`src/rtl/sa_result_drain_if.sv`:
```
// Handshake bundle between the systolic array result port, the drain and the downstream consumer.
// The slave modport is the drain; the master modport is the array/consumer side.
interface sa_result_drain_if #(
  parameter int N     = 3,
  parameter int OUT_W = 16,
  parameter int IDX_W = 4
);
  logic                   res_valid;
  logic [N*N*OUT_W-1:0]   res_data;
  logic                   in_ready;
  logic                   out_valid;
  logic                   out_ready;
  logic [OUT_W-1:0]       out_data;
  logic [IDX_W-1:0]       out_row;
  logic [IDX_W-1:0]       out_col;
  logic                   out_last;
  logic                   overrun;

  modport slave (
    input  res_valid, res_data, out_ready,
    output in_ready, out_valid, out_data, out_row, out_col, out_last, overrun
  );

  modport master (
    output res_valid, res_data, out_ready,
    input  in_ready, out_valid, out_data, out_row, out_col, out_last, overrun
  );
endinterface

```
`src/rtl/sa_result_drain.sv`:
```
// Captures a flat N*N result matrix and streams it row-major over valid/ready,
// flagging results that arrive while a previous matrix is still draining.
module sa_result_drain #(
  parameter int N     = 3,
  parameter int OUT_W = 16,
  parameter int IDX_W = 4
) (
  input  logic              clk,
  input  logic              reset,
  sa_result_drain_if.slave  bus
);

  localparam logic [0:0] IDLE   = 1'b0;
  localparam logic [0:0] STREAM = 1'b1;

  localparam int BUF_W = N * N * OUT_W;
  localparam logic [IDX_W-1:0] LAST_IDX = IDX_W'(N - 1);

  logic [0:0]       state_q, state_d;
  logic [BUF_W-1:0] buf_q, buf_d;
  logic [IDX_W-1:0] row_q, row_d;
  logic [IDX_W-1:0] col_q, col_d;
  logic             overrun_q, overrun_d;

  logic outValid;
  logic lastElem;
  logic xfer;
  logic inReady;
  logic capture;

  always_comb begin
    outValid = (state_q == STREAM);
    lastElem = outValid && (row_q == LAST_IDX) && (col_q == LAST_IDX);
    xfer     = outValid && bus.out_ready;
    inReady  = (state_q == IDLE) || (xfer && lastElem);
    capture  = bus.res_valid && inReady;
  end

  // The buffer shifts down one element per transfer, so the current element is always in the low slot.
  always_comb begin
    state_d   = state_q;
    buf_d     = buf_q;
    row_d     = row_q;
    col_d     = col_q;
    overrun_d = overrun_q | (bus.res_valid & ~inReady);

    if (capture) begin
      state_d = STREAM;
      buf_d   = bus.res_data;
      row_d   = '0;
      col_d   = '0;
    end else if (xfer) begin
      buf_d = {{OUT_W{1'b0}}, buf_q[BUF_W-1:OUT_W]};
      if (lastElem) begin
        state_d = IDLE;
        row_d   = '0;
        col_d   = '0;
      end else if (col_q == LAST_IDX) begin
        col_d = '0;
        row_d = row_q + IDX_W'(1);
      end else begin
        col_d = col_q + IDX_W'(1);
      end
    end
  end

  always_ff @(posedge clk) begin
    if (reset) begin
      state_q   <= IDLE;
      buf_q     <= '0;
      row_q     <= '0;
      col_q     <= '0;
      overrun_q <= 1'b0;
    end else begin
      state_q   <= state_d;
      buf_q     <= buf_d;
      row_q     <= row_d;
      col_q     <= col_d;
      overrun_q <= overrun_d;
    end
  end

  assign bus.in_ready  = inReady;
  assign bus.out_valid = outValid;
  assign bus.out_data  = buf_q[OUT_W-1:0];
  assign bus.out_row   = row_q;
  assign bus.out_col   = col_q;
  assign bus.out_last  = lastElem;
  assign bus.overrun   = overrun_q;

endmodule

```
`src/flat_wrapper.sv`:
```
// flat-port wrapper written by rule: the top's interface ports become plain ports
module sa_result_drain_flat 
#(
  parameter int N     = 3,
  parameter int OUT_W = 16,
  parameter int IDX_W = 4
)
  (clk, reset, bus_res_valid, bus_res_data, bus_out_ready, bus_in_ready, bus_out_valid, bus_out_data, bus_out_row, bus_out_col, bus_out_last, bus_overrun);
  sa_result_drain_if #(.N(N), .OUT_W(OUT_W), .IDX_W(IDX_W)) bus_i ();
  input  logic clk;
  input  logic reset;
  input wire logic [$bits(bus_i.res_valid)-1:0] bus_res_valid;
  input wire logic [$bits(bus_i.res_data)-1:0] bus_res_data;
  input wire logic [$bits(bus_i.out_ready)-1:0] bus_out_ready;
  output wire logic [$bits(bus_i.in_ready)-1:0] bus_in_ready;
  output wire logic [$bits(bus_i.out_valid)-1:0] bus_out_valid;
  output wire logic [$bits(bus_i.out_data)-1:0] bus_out_data;
  output wire logic [$bits(bus_i.out_row)-1:0] bus_out_row;
  output wire logic [$bits(bus_i.out_col)-1:0] bus_out_col;
  output wire logic [$bits(bus_i.out_last)-1:0] bus_out_last;
  output wire logic [$bits(bus_i.overrun)-1:0] bus_overrun;
  assign bus_i.res_valid = bus_res_valid;
  assign bus_i.res_data = bus_res_data;
  assign bus_i.out_ready = bus_out_ready;
  assign bus_in_ready = bus_i.in_ready;
  assign bus_out_valid = bus_i.out_valid;
  assign bus_out_data = bus_i.out_data;
  assign bus_out_row = bus_i.out_row;
  assign bus_out_col = bus_i.out_col;
  assign bus_out_last = bus_i.out_last;
  assign bus_overrun = bus_i.overrun;
  sa_result_drain #(.N(N), .OUT_W(OUT_W), .IDX_W(IDX_W)) u_core (.clk(clk), .reset(reset), .bus(bus_i));
endmodule
```
`config.mk`:
```
export PLATFORM = sky130hd
export DESIGN_NAME = sa_result_drain_flat
export DESIGN_NICKNAME = d
export VERILOG_FILES = /design/src/rtl/sa_result_drain_if.sv /design/src/rtl/sa_result_drain.sv /design/src/flat_wrapper.sv
export SDC_FILE = /design/constraint.sdc
export NUM_CORES = 1
export LEC_CHECK = 0
export CAP_MARGIN = 20
export CORE_UTILIZATION = 50
export CTS_CLUSTER_DIAMETER = 30
export DETAILED_ROUTE_END_ITERATION = 10
export PLACE_DENSITY = 0.79
export SETUP_SLACK_MARGIN = 0.02
export SLEW_MARGIN = 0
export SYNTH_ARGS = -nofsm -noshare
export SYNTH_HDL_FRONTEND = slang
export SYNTH_SLANG_ARGS = --single-unit
```
`constraint.sdc`:
```
create_clock -name clk -period 2.03 [get_ports clk]
set_clock_uncertainty 0.05 [all_clocks]
set_input_delay 0.203 -clock clk [delete_from_list [all_inputs] [get_ports clk]]
set_output_delay 0.203 -clock clk [all_outputs]
set_load 0.01 [all_outputs]
```
* Word level (Yosys, flattened, before mapping)
Cells that the tools add are included.
** Storage, ports and cells
- Flip-flop bits (word level) :: 154
- Bits of input ports :: 148
- Output and inout bits :: 28
- Logic and storage cells :: 34
** Operators by class
- $add $sub $neg :: 2
- Eq/ne operators :: 2
- Mux-type cells :: 9
- Bitwise logic cells :: 4
- Reductions and logical operators :: 12
** Operators by type and width (count)
- $mux W144 :: 2
- $mux W4 :: 4
- $add A4 B1 Y4 const B :: 2
- $eq A4 B2 Y1 const B :: 2
- $reduce_bool A2 Y1 :: 3
- $logic_and A1 B1 Y1 :: 5
- $reduce_and A2 Y1 :: 2
- $mux W1 :: 3
- $not A1 Y1 :: 2
- $reduce_or A2 Y1 :: 1
- $and A1 B1 Y1 :: 1
- $logic_or A1 B1 Y1 :: 1
- $or A1 B1 Y1 :: 1

* Depth between registers and ports, before layout
Gate-level depths: netlist of the first run.
- Word-level depth :: 8
- Depth in mapped cells :: 9
- Mapped depth without buffers :: 5

* Worst setup path before layout of the first run
OpenSTA, ideal clock, no wires.
- Path kind :: flip-flop to flip-flop
- Start :: reg u_core.col_q[1], in the netlist u_core.bus.out_col[1]
- End :: reg u_core.row_q[3], in the netlist u_core.bus.out_row[3]
- Setup time :: 100 ps
- Arrival time :: 1900 ps
- Required time :: 1880 ps
- Setup slack :: -19 ps
- Stages on the path, launching flop included :: 6
- Buffers on the path :: 1
- Period minus slack after synthesis :: 2049 ps
- Cells stage by stage :: dfxtp_1 -> ha_1 -> or3b_1 -> buf_2 -> or4_4 -> a2111oi_4
** Between the ends
- Cells in the longest elaborated chain, start to end :: 6
- Elaborated cells between the ends (all ways) :: 9
- Those cells by class :: eq/ne: 1; mux: 1; reduce/logical: 7
** RTL lines
- start, declared :: line sa_result_drain.sv:22 : logic [IDX_W-1:0] col_q, col_d;
- start signal, assigned :: line sa_result_drain.sv:78 : col_q <= col_d;
- $eq A4 B2 Y1 (*) :: line sa_result_drain.sv:33, sa_result_drain.sv:58
- $logic_and A1 B1 Y1 :: line sa_result_drain.sv:33 : lastElem = outValid && (row_q == LAST_IDX) && (col_q == LAST_IDX);
- $logic_and A1 B1 Y1 :: line sa_result_drain.sv:35 : inReady = (state_q == IDLE) || (xfer && lastElem);
- $logic_or A1 B1 Y1 :: line sa_result_drain.sv:35
- $logic_and A1 B1 Y1 :: line sa_result_drain.sv:36 : capture = bus.res_valid && inReady;
- $reduce_or A2 Y1 (no source line)
- end signal, assigned :: line sa_result_drain.sv:77 : row_q <= row_d;
- end, declared :: line sa_result_drain.sv:21 : logic [IDX_W-1:0] row_q, row_d;
Mark *: on every way between the ends. The rest lies on a longest branch, timed or not.
A chain may end at the register's enable or synchronous reset.

* Final worst setup path of the first run
- Start :: reg u_core.row_q[0], in the netlist u_core.bus.out_row[0]
- End :: reg u_core.buf_q[49]
** Between the ends
- Cells in the longest elaborated chain, start to end :: 7
- Elaborated cells between the ends (all ways) :: 8
- Those cells by class :: eq/ne: 1; mux: 1; reduce/logical: 6
** RTL lines
- $eq A4 B2 Y1 (*) :: line sa_result_drain.sv:33
- $logic_and A1 B1 Y1 (*) (2 in series) :: line sa_result_drain.sv:33
- $logic_and A1 B1 Y1 (*) :: line sa_result_drain.sv:35
- $logic_or A1 B1 Y1 (*) :: line sa_result_drain.sv:35
- $logic_and A1 B1 Y1 (*) :: line sa_result_drain.sv:36
- $mux W144 or $reduce_bool A2 Y1 (tied branches)
- end signal, assigned :: line sa_result_drain.sv:76 : buf_q <= buf_d;
- end, declared :: line sa_result_drain.sv:20 : logic [BUF_W-1:0] buf_q, buf_d;
Marked as above.

==> results of run 1 <==
## per-stage QoR
stage	instances	cell area, µm²
after floorplan	1231	11040
after global placement	1511	12970
after detailed placement	1511	12970
after CTS	1551	13770
after global routing	1562	14080
final	1562	14080
## flip-flops by register name, summed over array words and instances, names as in the netlist
name                  count
u_core.bus.out_valid      1
u_core.buf_q            144
u_core.bus.out_row        4
u_core.bus.out_col        4
u_core.bus.overrun        1
## kinds of logic after synthesis
family / after synthesis / synth area share
AOI/OAI and AO/OA: 418 / 0.3306
muxes: 1 / 0.001020
DFF: 154 / 0.2794
and+or+nand+nor: 423 / 0.2959
adders and majority gates: 4 / 0.004535
buffers and inverters: 231 / 0.08855
## layout make-up
class                      instances  area, µm²  area share
clock inverter                    13      166.4     0.01182
sequential                       154       3092      0.2196
multi-input combinational        846       7097      0.5042
tap                              275      344.1     0.02444
timing repair buffer             250       2900      0.2060
inverter                           5      23.77    0.001689
clock buffer                      19      452.9     0.03218
## layout by cell type, fill, tap and decap left out, types with 16 or more instances in the layout
cell type	n
sky130_fd_sc_hd__a22o_1	16
sky130_fd_sc_hd__a311oi_1	250
sky130_fd_sc_hd__and3_1	16
sky130_fd_sc_hd__buf_12	23
sky130_fd_sc_hd__buf_4	30
sky130_fd_sc_hd__clkbuf_16	23
sky130_fd_sc_hd__clkdlybuf4s50_1	170
sky130_fd_sc_hd__dfxtp_1	149
sky130_fd_sc_hd__nor2_1	129
sky130_fd_sc_hd__o2111ai_1	125
sky130_fd_sc_hd__or3b_2	126
sky130_fd_sc_hd__or4bb_1	126
## power groups by stage
| stage | Sequential, µW | Clock, µW | Combinational (µW) |
|---|---|---|---|
| 4_1_cts | 3530 | 3410 | 1880 |
| 6_report | 3550 | 3420 | 1950 |
| 5_1_grt | 3570 | 3540 | 2080 |
| 3_5_place_dp | 3600 | 0 | 1820 |
| 3_3_place_gp | 3590 | 0 | 1780 |
| 2_1_floorplan | 3480 | 0 | 1160 |
## tightest hold or removal path: stages
cell and delay, ns:
sky130_fd_sc_hd__buf_6 0.13, sky130_fd_sc_hd__a311oi_1 0.21, sky130_fd_sc_hd__a311oi_1 0.07
## how the worst max path moves through the flow
stage               slack, ns                                from                            endpoint
global route           -0.003  u_core.bus.out_row[0]$_SDFFE_PP0P_       u_core.buf_q[98]$_SDFFE_PP0P_
floorplan                0.03  u_core.bus.out_col[0]$_SDFFE_PP0N_  u_core.bus.out_row[3]$_SDFFE_PP0P_
detailed placement      -0.11  u_core.bus.out_row[0]$_SDFFE_PP0P_       u_core.buf_q[97]$_SDFFE_PP0P_
global placement         0.06  u_core.bus.out_row[0]$_SDFFE_PP0P_       u_core.buf_q[44]$_SDFFE_PP0P_
finish                   0.07  u_core.bus.out_row[0]$_SDFFE_PP0P_       u_core.buf_q[49]$_SDFFE_PP0P_
CTS                     -0.19  u_core.bus.out_row[0]$_SDFFE_PP0P_                        bus_out_last
## what timing repair did
| item | CTS | global route |
|---|---|---|
| gates resized for setup | 18 | 27 |
| gates cloned | 3 | 8 |
| pin swaps | 3 | 6 |
| setup buffers | 5 | 4 |
| endpoints found under the setup margin | 54 | 122 |
## metal layers
metal / up-vias / routed length (µm) / track usage
met4: 0 / 1626 / 0.1404
met2: 778 / 18500 / 0.5300
met1: 5849 / 16000 / 0.4466
li1: 5252 / - / -
met3: 129 / 4013 / 0.06030
met5: - / 0 / 0
==> impl_metrics.yaml, run 1 <==
placed_design:
  preCtsSetupSlack_ns: -0.1077
  port-buffer-count: 175
  finalWeightedCongestion: 0.8444
  hpwl_after_dpl_um: 22150
worst_setup_path:
  path_delay_family: "buffers and inverters"
  required_ns: 2.27
  critical_path.startpoint_type: "flip-flop"
  cp.depth: 9
  worst_path_max_delay_cell: "sky130_fd_sc_hd__dfxtp_2"
  cp_common_cell: "sky130_fd_sc_hd__buf_8"
  cp_num_buf_inv: 5
  rr_startpoint: "u_core.bus.out_row[0]$_SDFFE_PP0P_"
  cp_max_fo: 7
  cp_max_stage_delay_ns: 0.33
  timing.critical_path.cells: "inv_2 > ha_4 > nor4bb_4 > buf_4 > buf_8 > and3_4 > buf_8 > clkbuf_16 > a311oi_1"
  end_kind: "flip-flop"
  timing.critical_path.arrival_ns: 2.20
  worst-r2r-cell-count: 9
  r2r_setup_slack_ns: 0.07
  regToRegEndpoint: "u_core.buf_q[49]$_SDFFE_PP0P_"
  criticalPathCategory: "flip-flop to flip-flop"
cts:
  worstSkewPairLatency_ns: 0.43
  cts_hold_buf: 0
  cts-root-buf: "sky130_fd_sc_hd__clkbuf_16"
  cts.path.max_buffers: 2
  cts.clk_slew.worst_paths_ns: 0.06
  cts_tree: "built"
  cts.sinks: 154
  clock_tree.htree_level_count: 4
  cts_made_buffers: 17
sta:
  setup_ws_ns: 0.07349
  number_of_max_slew_violations_in_the_final_report: 0
  finalWorstPathRequiredPeriod_ns: 1.957
  setup_violations: 0
  fmax_ghz: 0.5111
  finalHoldViolations: 0
  setup_tns_ns: 0
  ratio_of_final_minimum_period_to_clock_period: 0.9638
  hold_slack_ns: 0.1905
  unrepaired_setup_endpoints_after_global_routing: "yes"
  max_slew.worst_pin.slew_ns: 0.6953
  slew-limit-headroom: 0.5347
hold_path:
  whs_path_depth: 3
  tightest_hold_check_type: "input pin to flip-flop"
  min-delay-start: "bus_out_ready"
  min_delay_worst_endpoint: "u_core.buf_q[33]$_SDFFE_PP0P_"
power:
  power.switching_fraction: 0.2958
  power.density_mw_per_mm2: 634.0
  power.share.clock: 0.383
  power.total_uw: 8924
  ir_drop_mv: 0.5365
  p_leak_uw: 0.004600
  power.net_switching_uw: 2640
  power_frac_comb: 0.219
  internal-power_uw: 6284
  seqPwrFrac: 0.398
synthesis:
  synth-seq-area-share: 0.2794
  syn_avg_cell_area_um2: 8.965
  synth.most_common_cell: "sky130_fd_sc_hd__a311oi_1"
  number_of_register_bits_inferred_by_synthesis: 154
  post_synth_main_area_contributors: "sky130_fd_sc_hd__dfxtp_1, sky130_fd_sc_hd__a311oi_1, sky130_fd_sc_hd__or4bb_1, sky130_fd_sc_hd__o2111ai_1, sky130_fd_sc_hd__or3b_2"
  ys_top_cells_by_count: "sky130_fd_sc_hd__a311oi_1, sky130_fd_sc_hd__clkbuf_1, sky130_fd_sc_hd__dfxtp_1, sky130_fd_sc_hd__nor2_1"
  synth_largest_type_area_fraction: 0.2794
  synth-async-reset-ratio: 0
  synth_fp_nets: 1383
  count_of_flip_flops_with_a_built_in_enable_after_synthesis: 0
  synth_cells: 1231
  synth_top_area_cell: "sky130_fd_sc_hd__dfxtp_1"
  yosys.cell_types.count: 35
  yosysWarnings: 0
  mappedNetlistArea_mm2: 0.01104
  ys_dominant_reg_cell: "sky130_fd_sc_hd__dfxtp_1"
floorplanning:
  floorplan.die_area_mm2: 0.02267
  floorplan.initialDensity: 0.5168
  core_region_area_mm2: 0.02135
  placementRows: 53
  die_x_extent_um: 150.6
  io_pins: 176
  die_h_um: 150.6
drt:
  detail_route.iter0.violations: 1528
  route.detailed.vias_per_inst: 7.688
  average_wire_per_cell_in_the_routed_design_um: 25.70
  final_antenna_violating_net_count: 0
  postRouteWirelength_um: 40140
  num_vias: 12010
  dr.pass1.iters: 5
  remaining_drc_errors: 0
finish:
  antenna_cells_inserted: 0
  final_nets: 1426
  final_layout_size_suffix_gt1_frac: 0.2067
  n_fill_cell: 1679
  area_delta_synth_final_pct: 27.55
  final_core_util: 0.6592
grt:
  grt_max_degree: 138
  track_usage: 0.3353
  grt_first_pass_wirelength_um: 60330
  initial_antenna_violation_count: 0
  sum_of_overflow_across_all_layers_after_global_routing: 0
  vias_in_the_first_global_route: 10970
flow_run:
  cap_viol_max_count: 0
status:
  outcome: "complete, no violations"
No activity file was read; power rests on OpenSTA's default activity.
==> run 2, diff against run 1 <==
--- a/config.mk
+++ b/config.mk
@@ -6,6 +6,7 @@
 export NUM_CORES = 1
 export LEC_CHECK = 0
 export CAP_MARGIN = 20
+export CORE_MARGIN = 2
 export CORE_UTILIZATION = 50
 export CTS_CLUSTER_DIAMETER = 30
 export DETAILED_ROUTE_END_ITERATION = 10
==> impl_metrics.yaml, run 2 (synthesized netlist as in run 1, its figures left out) <==
status:
  outcome: "complete, but fails checks"
  failed_checks: "negative setup slack"
worst_setup_path:
  end_kind: "flip-flop"
  rr_startpoint: "u_core.bus.out_row[0]$_SDFFE_PP0P_"
  worst_path_max_delay_cell: "sky130_fd_sc_hd__dfxtp_2"
  cp_common_cell: "sky130_fd_sc_hd__buf_6"
  cp_max_stage_delay_ns: 0.33
  timing.critical_path.arrival_ns: 2.29
  worst_setup_path_startpoint: "u_core.bus.out_row[0]$_SDFFE_PP0P_"
  path_delay_family: "buffers and inverters"
  critical_path.startpoint_type: "flip-flop"
  cp_max_fo: 6
  criticalPathCategory: "flip-flop to flip-flop"
  required_ns: 2.27
  timing.critical_path.cells: "inv_2 > ha_4 > nor4bb_4 > buf_4 > buf_6 > buf_6 > and3_4 > buf_6 > clkbuf_16 > a311oi_2"
  cp_num_buf_inv: 6
finish:
  final_nets: 1436
  final_common_cell: "sky130_fd_sc_hd__a311oi_1"
  final_layout_size_suffix_gt1_frac: 0.2321
  antenna_cells_inserted: 0
  stdcell_count: 1577
  registers.top_by_ff_count: "u_core.buf_q"
  area_delta_synth_final_pct: 28.83
  n_fill_cell: 1711
  most-common-layout-cells: "sky130_fd_sc_hd__a311oi_1, sky130_fd_sc_hd__clkdlybuf4s50_1, sky130_fd_sc_hd__dfxtp_1"
  flip_flop_count_of_the_largest_register_after_layout: 144
sta:
  finalHoldViolations: 0
  max_slew.worst_pin.slew_ns: 0.6820
  fmax_ghz: 0.4893
  slew-limit-headroom: 0.5436
  setup_ws_ns: -0.01391
  finalWorstPathRequiredPeriod_ns: 2.044
  ratio_of_final_minimum_period_to_clock_period: 1.007
  number_of_max_slew_violations_in_the_final_report: 0
  setup_violations: 5
  unrepaired_setup_endpoints_after_global_routing: "yes"
cts:
  cts.clk_slew.worst_paths_ns: 0.07
  cts.path.max_buffers: 2
  worstSkewPairLatency_ns: 0.43
  cts_made_buffers: 17
  clock_tree.htree_level_count: 4
  cts.sinks: 154
  cts_tree: "built"
  cts-root-buf: "sky130_fd_sc_hd__clkbuf_16"
grt:
  vias_in_the_first_global_route: 10890
  track_usage: 0.3109
  grt_first_pass_wirelength_um: 60440
  grt_max_degree: 109
  sum_of_overflow_across_all_layers_after_global_routing: 0
  initial_antenna_violation_count: 0
power:
  power.density_mw_per_mm2: 602.0
  power.switching_fraction: 0.3155
  power_frac_comb: 0.229
  ir_drop_mv: 0.4962
  p_leak_uw: 0.004592
  power.net_switching_uw: 2700
  seqPwrFrac: 0.415
  power.share.clock: 0.356
  internal-power_uw: 5858
drt:
  num_vias: 12010
  final_antenna_violating_net_count: 0
  detail_route.iter0.violations: 1490
  remaining_drc_errors: 0
  dr.pass1.iters: 5
  average_wire_per_cell_in_the_routed_design_um: 25.25
  postRouteWirelength_um: 39820
  route.detailed.vias_per_inst: 7.616
hold_path:
  tightest_hold_check_type: "input pin to flip-flop"
  min-delay-start: "bus_out_ready"
floorplanning:
  die_h_um: 152.6
  die_x_extent_um: 152.6
  placementRows: 54
  floorplan.initialDensity: 0.5072
  floorplan.die_area_mm2: 0.02328
  core_region_area_mm2: 0.02176
  io_pins: 176
flow_run:
  cap_viol_max_count: 0
placed_design:
  preCtsSetupSlack_ns: -0.03262
  post-place-cells: 1522
  finalWeightedCongestion: 0.8683
  port-buffer-count: 175
  hpwl_after_dpl_um: 23080
-- run 2: cell count changes in the layout (fill, tap and decap cells not counted), sizes merged, moves of 2 or more --
cell and change:
inv +4, buf +13, clkinv +2, bufinv -3
clkbuf -3
-- run 2: power by group through the flow --
stage	Combinational, µW	Sequential (µW)	Clock (µW)
3_5_place_dp	1840	3600	0
2_1_floorplan	1160	3480	0
3_3_place_gp	1800	3590	0
4_1_cts	1870	3530	3040
5_1_grt	2090	3560	3170
6_report	1960	3550	3050
-- run 2: path summary, 6_finish.rpt --
kind	slack (ns)	endpoint	depth (start not counted)
max	-0.01	u_core.buf_q[79]$_SDFFE_PP0P_	10
min	0.24	u_core.buf_q[34]$_SDFFE_PP0P_	3
max reg2reg	-0.01	u_core.buf_q[79]$_SDFFE_PP0P_	10
min reg2reg	0.44	u_core.bus.overrun$_SDFF_PP0_	2
-- run 2: worst min-delay path, stage by stage --
cell and delay (ns):
sky130_fd_sc_hd__buf_6 0.16, sky130_fd_sc_hd__a311oi_1 0.23, sky130_fd_sc_hd__a311oi_1 0.07
-- run 2: layout make-up --
cell class,instances,area [µm²],share of cell area
inverters,5,23.77,0.001672
flip-flops and latches,154,3092,0.2175
repair buffers,260,2937,0.2065
well taps,280,350.3,0.02464
multi-input cells,846,7273,0.5116
clock buffers,17,425.4,0.02992
clock inverters,15,116.4,0.008184
-- run 2: metrics by stage --
step	hold WS [ns]	util	TNS, ns	cell area [µm²]	power, µW
after global routing	0.2524	0.6535	-2.786	14220	8827
after floorplan	0.2337	-	0	11040	4640
after CTS	0.2255	0.6316	-0.4813	13740	8435
final	0.2403	0.6535	-0.04106	14220	8558
after detailed placement	0.4159	0.5992	-0.5098	13040	5441
after global placement	0.4032	0.5992	-0.1074	13040	5397
-- run 2: routing by layer --
| layer | up-vias | share of wire | GRT usage |
|---|---|---|---|
| met4 | 0 | 0.037 | 0.1287 |
| met3 | 100 | 0.093 | 0.05944 |
| li1 | 5257 | - | - |
| met5 | - | 0 | 0 |
| met2 | 762 | 0.46 | 0.4696 |
| met1 | 5891 | 0.41 | 0.4347 |
-- run 2: timing repair --
item	in CTS	in global routing
endpoints found under the hold margin	0	0
hold buffers	0	0
setup buffers	8	5
gates resized for setup	17	47
endpoints found under the setup margin	106	135
cloned	2	8
pin swaps	3	15
==> run 3, diff against run 2 <==
--- a/config.mk
+++ b/config.mk
@@ -5,7 +5,6 @@
 export SDC_FILE = /design/constraint.sdc
 export NUM_CORES = 1
 export LEC_CHECK = 0
-export CAP_MARGIN = 20
 export CORE_MARGIN = 2
 export CORE_UTILIZATION = 50
 export CTS_CLUSTER_DIAMETER = 30
==> results of run 3 <==
Same layout as run 2: the final DEF is identical, and so are final timing and power.
